### src/rtl/uart_pkg.sv
// Shared types and ASCII constants for the UART case-conversion scheduler.
package uart_pkg;

    localparam int unsigned BYTE_W = 8;
    localparam int unsigned STAT_W = 16;

    typedef enum logic [1:0] {
        MODE_PASS   = 2'b00,
        MODE_UPPER  = 2'b01,
        MODE_LOWER  = 2'b10,
        MODE_TOGGLE = 2'b11
    } mode_e;

    typedef enum logic [1:0] {
        C_IDLE = 2'b00,
        C_RD   = 2'b01,
        C_WAIT = 2'b10,
        C_WR   = 2'b11
    } conv_state_e;

    typedef enum logic [1:0] {
        D_IDLE = 2'b00,
        D_RD   = 2'b01,
        D_WAIT = 2'b10,
        D_HOLD = 2'b11
    } drain_state_e;

    localparam logic [BYTE_W-1:0] CH_A_UP  = 8'h41;
    localparam logic [BYTE_W-1:0] CH_Z_UP  = 8'h5A;
    localparam logic [BYTE_W-1:0] CH_A_LO  = 8'h61;
    localparam logic [BYTE_W-1:0] CH_Z_LO  = 8'h7A;
    localparam logic [BYTE_W-1:0] CASE_BIT = 8'h20;

    function automatic logic in_range(input logic [BYTE_W-1:0] b,
                                      input logic [BYTE_W-1:0] lo,
                                      input logic [BYTE_W-1:0] hi);
        return (b >= lo) && (b <= hi);
    endfunction

endpackage

### src/rtl/ascii_case_conv.sv
// Combinational ASCII case converter; only letters A-Z / a-z are ever touched.
module ascii_case_conv
    import uart_pkg::*;
(
    input  mode_e               i_mode,
    input  logic [BYTE_W-1:0]   i_byte,
    output logic [BYTE_W-1:0]   o_byte_c
);

    logic is_up;
    logic is_lo;

    always_comb begin
        is_up    = in_range(i_byte, CH_A_UP, CH_Z_UP);
        is_lo    = in_range(i_byte, CH_A_LO, CH_Z_LO);
        o_byte_c = i_byte;
        case (i_mode)
            MODE_UPPER:  if (is_lo)          o_byte_c = i_byte & ~CASE_BIT;
            MODE_LOWER:  if (is_up)          o_byte_c = i_byte | CASE_BIT;
            MODE_TOGGLE: if (is_up || is_lo) o_byte_c = i_byte ^ CASE_BIT;
            default:                         o_byte_c = i_byte;
        endcase
    end

endmodule

### src/rtl/uart_case_sched.sv
// RX FIFO -> case conversion -> TX FIFO, plus TX FIFO -> UART drain and RTS.
// Define UART_CASE_SCHED_STATS_EN to add saturating byte/conversion counters.
module uart_case_sched
    import uart_pkg::*;
#(
    parameter int unsigned WIDTH      = 8,
    parameter int unsigned RD_TIMEOUT = 4
) (
`ifdef UART_CASE_SCHED_STATS_EN
    input  logic                i_stats_clr,
    output logic [STAT_W-1:0]   o_byte_cnt,
    output logic [STAT_W-1:0]   o_conv_cnt,
`endif
    input  logic                i_clk,
    input  logic                i_rst_n,
    input  logic [1:0]          i_mode,
    output logic                o_rx_rd_en,
    input  logic [WIDTH-1:0]    i_rx_rd_data,
    input  logic                i_rx_rd_valid,
    input  logic                i_rx_empty,
    input  logic                i_rx_almostfull,
    output logic                o_tx_wr_en,
    output logic [WIDTH-1:0]    o_tx_wr_data,
    input  logic                i_tx_full,
    output logic                o_txf_rd_en,
    input  logic [WIDTH-1:0]    i_txf_rd_data,
    input  logic                i_txf_rd_valid,
    input  logic                i_txf_empty,
    output logic [WIDTH-1:0]    o_uart_data,
    output logic                o_uart_valid,
    input  logic                i_uart_ready,
    output logic                o_rts_n,
    output logic                o_busy,
    output logic                o_err
);

    localparam int unsigned     TO_W    = (RD_TIMEOUT > 1) ? $clog2(RD_TIMEOUT) : 1;
    localparam logic [TO_W-1:0] TO_LAST = TO_W'(RD_TIMEOUT - 1);

    conv_state_e        c_state;
    drain_state_e       d_state;
    mode_e              mode_q;
    logic [TO_W-1:0]    c_cnt;
    logic [TO_W-1:0]    d_cnt;
    logic [BYTE_W-1:0]  conv_byte_c;
    logic [WIDTH-1:0]   hold_d_c;
    logic               c_to_c;
    logic               d_to_c;

    ascii_case_conv u_conv (
        .i_mode   (mode_q),
        .i_byte   (i_rx_rd_data[BYTE_W-1:0]),
        .o_byte_c (conv_byte_c)
    );

    // Upper bits beyond the ASCII byte pass straight through.
    always_comb begin
        hold_d_c               = i_rx_rd_data;
        hold_d_c[BYTE_W-1:0]   = conv_byte_c;
        c_to_c = (c_state == C_WAIT) && !i_rx_rd_valid && (c_cnt == TO_LAST);
        d_to_c = (d_state == D_WAIT) && !i_txf_rd_valid && (d_cnt == TO_LAST);
    end

    // Conversion FSM: pop RX, convert with the mode captured at pop time, push TX.
    always_ff @(posedge i_clk or negedge i_rst_n) begin
        if (!i_rst_n) begin
            c_state      <= C_IDLE;
            mode_q       <= MODE_PASS;
            c_cnt        <= '0;
            o_rx_rd_en   <= 1'b0;
            o_tx_wr_en   <= 1'b0;
            o_tx_wr_data <= '0;
            o_busy       <= 1'b0;
        end else begin
            o_rx_rd_en <= 1'b0;
            o_tx_wr_en <= 1'b0;
            case (c_state)
                C_IDLE: begin
                    if (!i_rx_empty) begin
                        o_rx_rd_en <= 1'b1;
                        o_busy     <= 1'b1;
                        c_state    <= C_RD;
                    end
                end
                C_RD: begin
                    mode_q  <= mode_e'(i_mode);
                    c_cnt   <= '0;
                    c_state <= C_WAIT;
                end
                C_WAIT: begin
                    if (i_rx_rd_valid) begin
                        o_tx_wr_data <= hold_d_c;
                        c_state      <= C_WR;
                    end else if (c_to_c) begin
                        o_busy  <= 1'b0;
                        c_state <= C_IDLE;
                    end else begin
                        c_cnt <= c_cnt + TO_W'(1);
                    end
                end
                C_WR: begin
                    if (!i_tx_full) begin
                        o_tx_wr_en <= 1'b1;
                        o_busy     <= 1'b0;
                        c_state    <= C_IDLE;
                    end
                end
                default: c_state <= C_IDLE;
            endcase
        end
    end

    // Drain FSM: pop TX FIFO and hold the byte on the UART until accepted.
    always_ff @(posedge i_clk or negedge i_rst_n) begin
        if (!i_rst_n) begin
            d_state      <= D_IDLE;
            d_cnt        <= '0;
            o_txf_rd_en  <= 1'b0;
            o_uart_data  <= '0;
            o_uart_valid <= 1'b0;
        end else begin
            o_txf_rd_en <= 1'b0;
            case (d_state)
                D_IDLE: begin
                    if (!i_txf_empty) begin
                        o_txf_rd_en <= 1'b1;
                        d_state     <= D_RD;
                    end
                end
                D_RD: begin
                    d_cnt   <= '0;
                    d_state <= D_WAIT;
                end
                D_WAIT: begin
                    if (i_txf_rd_valid) begin
                        o_uart_data  <= i_txf_rd_data;
                        o_uart_valid <= 1'b1;
                        d_state      <= D_HOLD;
                    end else if (d_to_c) begin
                        d_state <= D_IDLE;
                    end else begin
                        d_cnt <= d_cnt + TO_W'(1);
                    end
                end
                D_HOLD: begin
                    if (i_uart_ready) begin
                        o_uart_valid <= 1'b0;
                        d_state      <= D_IDLE;
                    end
                end
                default: d_state <= D_IDLE;
            endcase
        end
    end

    always_ff @(posedge i_clk or negedge i_rst_n) begin
        if (!i_rst_n) begin
            o_err   <= 1'b0;
            o_rts_n <= 1'b1;
        end else begin
            o_err   <= c_to_c | d_to_c;
            o_rts_n <= i_rx_almostfull;
        end
    end

`ifdef UART_CASE_SCHED_STATS_EN
    logic conv_diff_q;

    // Counters saturate at all-ones; clear wins over increment.
    always_ff @(posedge i_clk or negedge i_rst_n) begin
        if (!i_rst_n) begin
            conv_diff_q <= 1'b0;
            o_byte_cnt  <= '0;
            o_conv_cnt  <= '0;
        end else begin
            if ((c_state == C_WAIT) && i_rx_rd_valid)
                conv_diff_q <= (hold_d_c != i_rx_rd_data);
            if (i_stats_clr) begin
                o_byte_cnt <= '0;
                o_conv_cnt <= '0;
            end else if (o_tx_wr_en) begin
                if (o_byte_cnt != '1)
                    o_byte_cnt <= o_byte_cnt + STAT_W'(1);
                if (conv_diff_q && (o_conv_cnt != '1))
                    o_conv_cnt <= o_conv_cnt + STAT_W'(1);
            end
        end
    end
`endif

endmodule

### config.mk
export PLATFORM = sky130hd
export DESIGN_NAME = uart_case_sched
export DESIGN_NICKNAME = d
export VERILOG_FILES = /design/src/rtl/uart_pkg.sv /design/src/rtl/ascii_case_conv.sv /design/src/rtl/uart_case_sched.sv
export SDC_FILE = /design/constraint.sdc
export NUM_CORES = 1
export LEC_CHECK = 0
export ABC_AREA = 0
export BUFFER_PORTS_ARGS = -buffer_cell sky130_fd_sc_hd__buf_2
export CORE_MARGIN = 5
export CORE_UTILIZATION = 48
export DETAILED_ROUTE_END_ITERATION = 10
export GPL_ROUTABILITY_DRIVEN = 0
export PLACE_DENSITY = 0.82
export SETUP_SLACK_MARGIN = 0.2
export SYNTH_ARGS = -nofsm -noshare
export SYNTH_HDL_FRONTEND = slang
export SYNTH_SLANG_ARGS = --single-unit
### constraint.sdc
create_clock -name i_clk -period 2.12 [get_ports i_clk]
set_clock_uncertainty 0.2 [all_clocks]
set_input_delay 0.424 -clock i_clk [delete_from_list [all_inputs] [get_ports i_clk]]
set_output_delay 0.424 -clock i_clk [all_outputs]
set_load 0.005 [all_outputs]
==> results of run 1 <==
-- power breakdown --
group,leakage (nW),switching [W],total (W),internal (W)
Clock,0.0326,0.000194,0.000357,0.000164
Combinational,0.444,0.000340,0.000795,0.000455
Sequential,0.398,0.000239,0.00115,0.000909
Total,0.875,0.000772,0.00230,0.00153
-- routing by layer --
metal  global-route usage  vias up  wire, um
li1                     -      524         -
met1                0.169      529      1160
met2                0.298       39      1650
met3               0.0630        4       213
met4               0.0607        0        26
met5                    0        -         0
-- sequential cells by signal (all words and copies together), names as in the netlist --
name          flops
c_cnt             2
o_rx_rd_en        1
o_rts_n           1
o_err             1
o_busy            1
o_uart_valid      1
c_state           2
d_state           2
o_txf_rd_en       1
o_tx_wr_en        1
d_cnt             2
o_uart_data       8
mode_q            2
o_tx_wr_data      8
-- stage by stage --
stage	total power (W)	cells	util
4_1_cts	0.00233	203	0.630
2_1_floorplan	0.00163	117	-
6_report	0.00230	203	0.630
3_3_place_gp	0.00190	193	0.602
3_5_place_dp	0.00197	193	0.602
5_1_grt	0.00249	203	0.630
-- worst max-delay path, stage by stage, from the launching register on --
cell and delay, ps:
dfrtp_1 520, nor2b_1 260, nand2_1 260, mux2_1 390
-- area by class of cell --
cell class                      count  area (um2)
Tap cell                           31        38.8
Multi-Input combinational cell     78         569
Timing Repair Buffer               51         265
Fill cell                         246        1040
Inverter                            2        7.51
Sequential cell                    33         827
Clock buffer                        8        58.8
-- final timing paths --
check	start	end	slack (ps)	cells past startpoint
max	d_state[1]	o_uart_data[4]	360	3
min	i_rx_empty	o_rx_rd_en	50	2
max reg2reg	d_state[1]	o_uart_data[4]	360	3
min reg2reg	o_tx_wr_data[7]	o_tx_wr_data[7]	290	2
max in group asynchronous	i_rst_n	d_cnt[0]	760	2
min in group asynchronous	i_rst_n	d_cnt[1]	500	2
-- synth_stat cells (2+ instances only) --
cell type / number / area (um2)
nor3_1: 3 / 15.0
nor2b_1: 4 / 25.0
a21oi_1: 4 / 20.0
inv_1: 2 / 7.51
nand2_1: 14 / 52.6
mux2i_1: 3 / 30.0
clkbuf_1: 3 / 11.3
o31a_1: 2 / 17.5
dfrtp_1: 32 / 801
nor2_1: 7 / 26.3
a31oi_1: 2 / 12.5
mux2_2: 8 / 90.1
o21ai_1: 7 / 35.0
mux2_1: 10 / 113
ha_1: 2 / 25.0
-- cell families (layout without fill, tap and decap cells) --
group	Yosys count	count (layout)
AO/OA/AOI/OAI	21	21
adder cells (fa/ha/maj)	2	2
buffers and inverters	6	61
AND/OR/NAND/NOR	34	34
multiplexers	21	21
flip-flops	33	33
==> flow_summary_export.csv, run 1 <==
group,metric,value,unit
critical_path,required,2120,ps
synth,avgSynthCellArea,12.1,um2
clocking,clkLatencyLatePin,330,ps
timing,finalHoldViolCount,0,
timing,setup_ws,355,ps
critical_path,crit_type,"reg2reg",
clocking,cts_hold_buf,2,
route,drcViolationCount,0,
critical_path,startpoint_type,"register",
timing,max_freq,567,MHz
route,dr_total_vias,1096,
power_and_ir_drop,p_leak,0.875,nW
die,chipHeight,64.4,um
clocking,clkSinkCount,33,
grt,grt_pass1_wl,5210,um
clocking,htree_levels,2,
die,rows,19,
critical_path,cp_data_arrival_time,1770,ps
timing,tns,0,ps
synth,muxShareOfSynthArea,0.164,
clocking,cts_max_path_buffers,2,
grt,grt_max_degree,34,
final_layout,drive_above_1_share,0.401,
power_and_ir_drop,power.density,1300,nW/um2
clocking,clk_pin_slew_worst_paths,100,ps
clocking,cts_tree,"yes",
synth,synth_cells,117,
die,initial_utilization,0.506,
power_and_ir_drop,ir_worst_vdd,665,uV
synth,synth_xor_area_frac,0,
grt,grt_overflow_total,0,
timing,min_period,1760,ps
synth,syn_area,1420,um2
route,drt-total-wl,3050,um
final_layout,syn_to_final_growth,24.4,%
synth,yosysSeqAreaShare,0.582,
synth,synth_top_family_by_area,"multiplexers",
clocking,clockRootBuffer,"clkbuf_4",
worst_hold_path,worstHoldPathType,"in2reg",
route,drt_iter0_drc,33,
route,via_per_inst,5.40,
timing,fin_crit_sh,0.833,
route,detail-route-antenna-nets,0,
synth,syn_nets,146,
placed_design,numPortBuffers,49,
synth,synth_enable_flop_cells,0,
grt,antenna_found_initial,0,
synth,synth-simple-area-share,0.121,
die,coreArea,2810,um2
grt,grt_pass1_vias,1172,
synth,synth_warnings,0,
synth,ys_ff_latch,33,
timing,final_max_slew_viol_count,0,
die,die_w,64.4,um
final_layout,num_antenna_cells,0,
grt,track_usage,0.163,
clocking,cts_resized,0,
final_layout,final_common_cell,"buf_2",
timing,relSlewSlack,0.528,
placed_design,dpl-instance-area,1690,um2
route,drt-wirelength-per-cell,15.0,um
placed_design,hpwl,2310,um
synth,synth-adder-area-share,0.0176,
synth,synthArstFlopShare,1.00,
die,pin_count,50,
clocking,post_cts_buffers,0,
flow_run,cap_viol_max_count,0,
final_layout,final_cell_mix,"49 x buf_2, 32 x dfrtp_1, 14 x nand2_1, 10 x mux2_1, 8 x mux2_2",
synth,synth_cell_types,29,
critical_path,end_kind,"register",
die,dieArea,4150,um2
timing,worstMarginPinSlew,707,ps
timing,holdWs,51.2,ps
timing,setup_violations,0,
placed_design,dp_slack,135,ps
final_layout,num-nets-final,200,
synth,synth_compound_area_frac,0.0987,
clocking,cts-buffers-inserted,5,
final_layout,fin_area,1770,um2
route,dr.pass1.iters,4,
timing,rsz0062_at_grt,"no",
run_status,outcome,"complete, no violations",
critical_path,critPathMaxFanout,10,
synth,synth_flop_cell,"dfrtp_1",
Power figures use the tool's default switching activity.
==> run 2: changes to the inputs <==
- clock period: 2.12 -> 1.7 ns (I/O delays scaled with it)
==> run 2 against run 1 <==
Utilization is 5.0 points higher. Sequential share of layout area fell by 3.5 points. Non-clock buffer count up 14. Final cell count up 6.9%. Clock power increased by 14%. Final area rose by 8.0%. Worst hold slack lost 36 ps. Critical path type is now reg2out. Critical endpoint is now o_rts_n. Highest routed layer unchanged.
==> flow_summary_export.csv, run 2 (synthesis results as in run 1) <==
group,metric,value,unit
final_layout,drive_above_1_share,0.468,
timing,finalHoldViolCount,0,
placed_design,numPortBuffers,49,
die,die_w,64.4,um
critical_path,r2r_slack,260,ps
critical_path,required,1160,ps
route,wl_met3,221,um
final_layout,fill_cells,222,
power_and_ir_drop,power.density,1560,nW/um2
final_layout,syn_to_final_growth,34.4,%
final_layout,reg.largest.list,"o_tx_wr_data (8), o_uart_data (8)",
critical_path,cp_top_family,"flip-flops",
critical_path,crit_buf_inv,1,
power_and_ir_drop,intPower,0.00199,W
timing,holdWs,14.7,ps
clocking,cts-buffers-inserted,5,
die,rows,19,
clocking,clockRootBuffer,"clkbuf_4",
timing,fin_crit_sh,0.878,
critical_path,critPathMaxFanout,1,
grt,track_usage,0.159,
route,met2WireLength,1430,um
critical_path,worstReg2RegEnd,"d_cnt[0]",
route,drt-met1-wl,1150,um
power_and_ir_drop,power,0.00298,W
clocking,htree_levels,2,
critical_path,startpoint_type,"register",
power_and_ir_drop,p_leak,0.942,nW
power_and_ir_drop,switching_share,0.334,
route,drt_iter0_drc,17,
grt,grt_pass1_vias,1151,
power_and_ir_drop,p_switching,0.000996,W
power_and_ir_drop,power_frac_clock,0.136,
flow_run,cap_viol_max_count,0,
timing,setup_violations,0,
timing,setup_ws,208,ps
clocking,cts_tree,"yes",
clocking,clk_pin_slew_worst_paths,100,ps
power_and_ir_drop,combinationalPowerShare,0.420,
critical_path,end_kind,"primary output",
power_and_ir_drop,ir_worst_vdd,793,uV
critical_path,worstSetupStartpoint,"o_rts_n",
placed_design,hpwl,2180,um
placed_design,dp_slack,-131,ps
timing,final_max_slew_viol_count,0,
die,coreArea,2810,um2
critical_path,crit_chain,"buf_6",
clocking,cts_max_path_buffers,2,
grt,grt_pass1_wl,5010,um
clocking,clkLatencyLatePin,330,ps
final_layout,final_common_cell,"buf_2",
die,dieArea,4150,um2
worst_hold_path,worstHoldStart,"i_txf_rd_data[4]",
critical_path,reg2reg_depth,5,
die,pin_count,50,
timing,relSlewSlack,0.739,
route,detail-route-antenna-nets,0,
route,dr.pass1.iters,3,
final_layout,num_antenna_cells,0,
route,drt-wirelength-per-cell,13.4,um
timing,min_period,1490,ps
final_layout,final_util,0.680,
grt,grt_max_degree,34,
timing,worstMarginPinSlew,392,ps
route,drt-total-wl,2900,um
critical_path,cp.depth,1,
run_status,outcome,"complete, no violations",
critical_path,crit_path_end,"o_rts_n",
die,chipHeight,64.4,um
final_layout,num-nets-final,214,
power_and_ir_drop,p_seq_frac,0.443,
route,dr_total_vias,1127,
final_layout,final_cell_mix,"48 x buf_2, 32 x dfrtp_1, 13 x nand2_1, 11 x buf_4, 10 x mux2_1",
timing,max_freq,670,MHz
grt,grt_overflow_total,0,
grt,antenna_found_initial,0,
worst_hold_path,worstHoldPathType,"in2reg",
critical_path,critPathMaxStageDelay,540,ps
route,via_per_inst,5.19,
die,initial_utilization,0.506,
route,drcViolationCount,0,
route,routed.top_layer,"met4",
critical_path,worstReg2RegStart,"d_cnt[1]",
critical_path,crit_type,"reg2out",
critical_path,crit_slowest_cell,"dfstp_2",
clocking,clkSinkCount,33,
critical_path,cp_data_arrival_time,950,ps
timing,rsz0062_at_grt,"yes",
-- run 2: final cells by class --
cell class,instances,area [um2],share of cell area
inverter,2,7.51,0.00393
multi-input combinational,78,599,0.314
timing repair buffer,65,384,0.201
clock buffer,6,41.3,0.0216
sequential,33,827,0.433
tap,31,38.8,0.0203
clock inverter,2,10.0,0.00525
-- run 2: power by group through the flow --
stage | sequential [W] | clock [W] | combinational, W
floorplan | 0.00134 | 0 | 0.000703
detailed placement | 0.00134 | 0 | 0.00119
finish | 0.00132 | 0.000407 | 0.00125
global placement | 0.00131 | 0 | 0.00114
CTS | 0.00133 | 0.000421 | 0.00121
global route | 0.00137 | 0.000464 | 0.00139
-- run 2: what timing repair did --
item                                    in CTS  in global routing
resized for setup                            3                  2
hold buffers                                 5                  0
endpoints found under the setup margin       2                  3
hold endpoints to repair                    36                  0
setup buffers                                0                  4
-- run 2: worst min-delay path by stage --
stage / end / slack, ps / depth (start not counted)
floorplan: c_cnt[0] / -160 / 0
global placement: o_tx_wr_data[5] / 180 / 2
detailed placement: mode_q[0] / 190 / 2
CTS: o_uart_data[4] / 1 / 2
global route: o_uart_data[4] / 7 / 2
finish: o_uart_data[4] / 10 / 2
-- run 2: per-layer routing --
metal,vias to the layer above,GRT usage
met5,-,0
met1,527,0.168
met3,10,0.0490
met4,0,0.106
met2,38,0.273
li1,552,-
-- run 2: per-stage QoR --
stage	cell area, um2	std cells	setup TNS, ps
CTS	1870	213	0
global placement	1750	200	-92.9
floorplan	1430	117	0
global route	1910	217	0
finish	1910	217	0
detailed placement	1750	200	-131
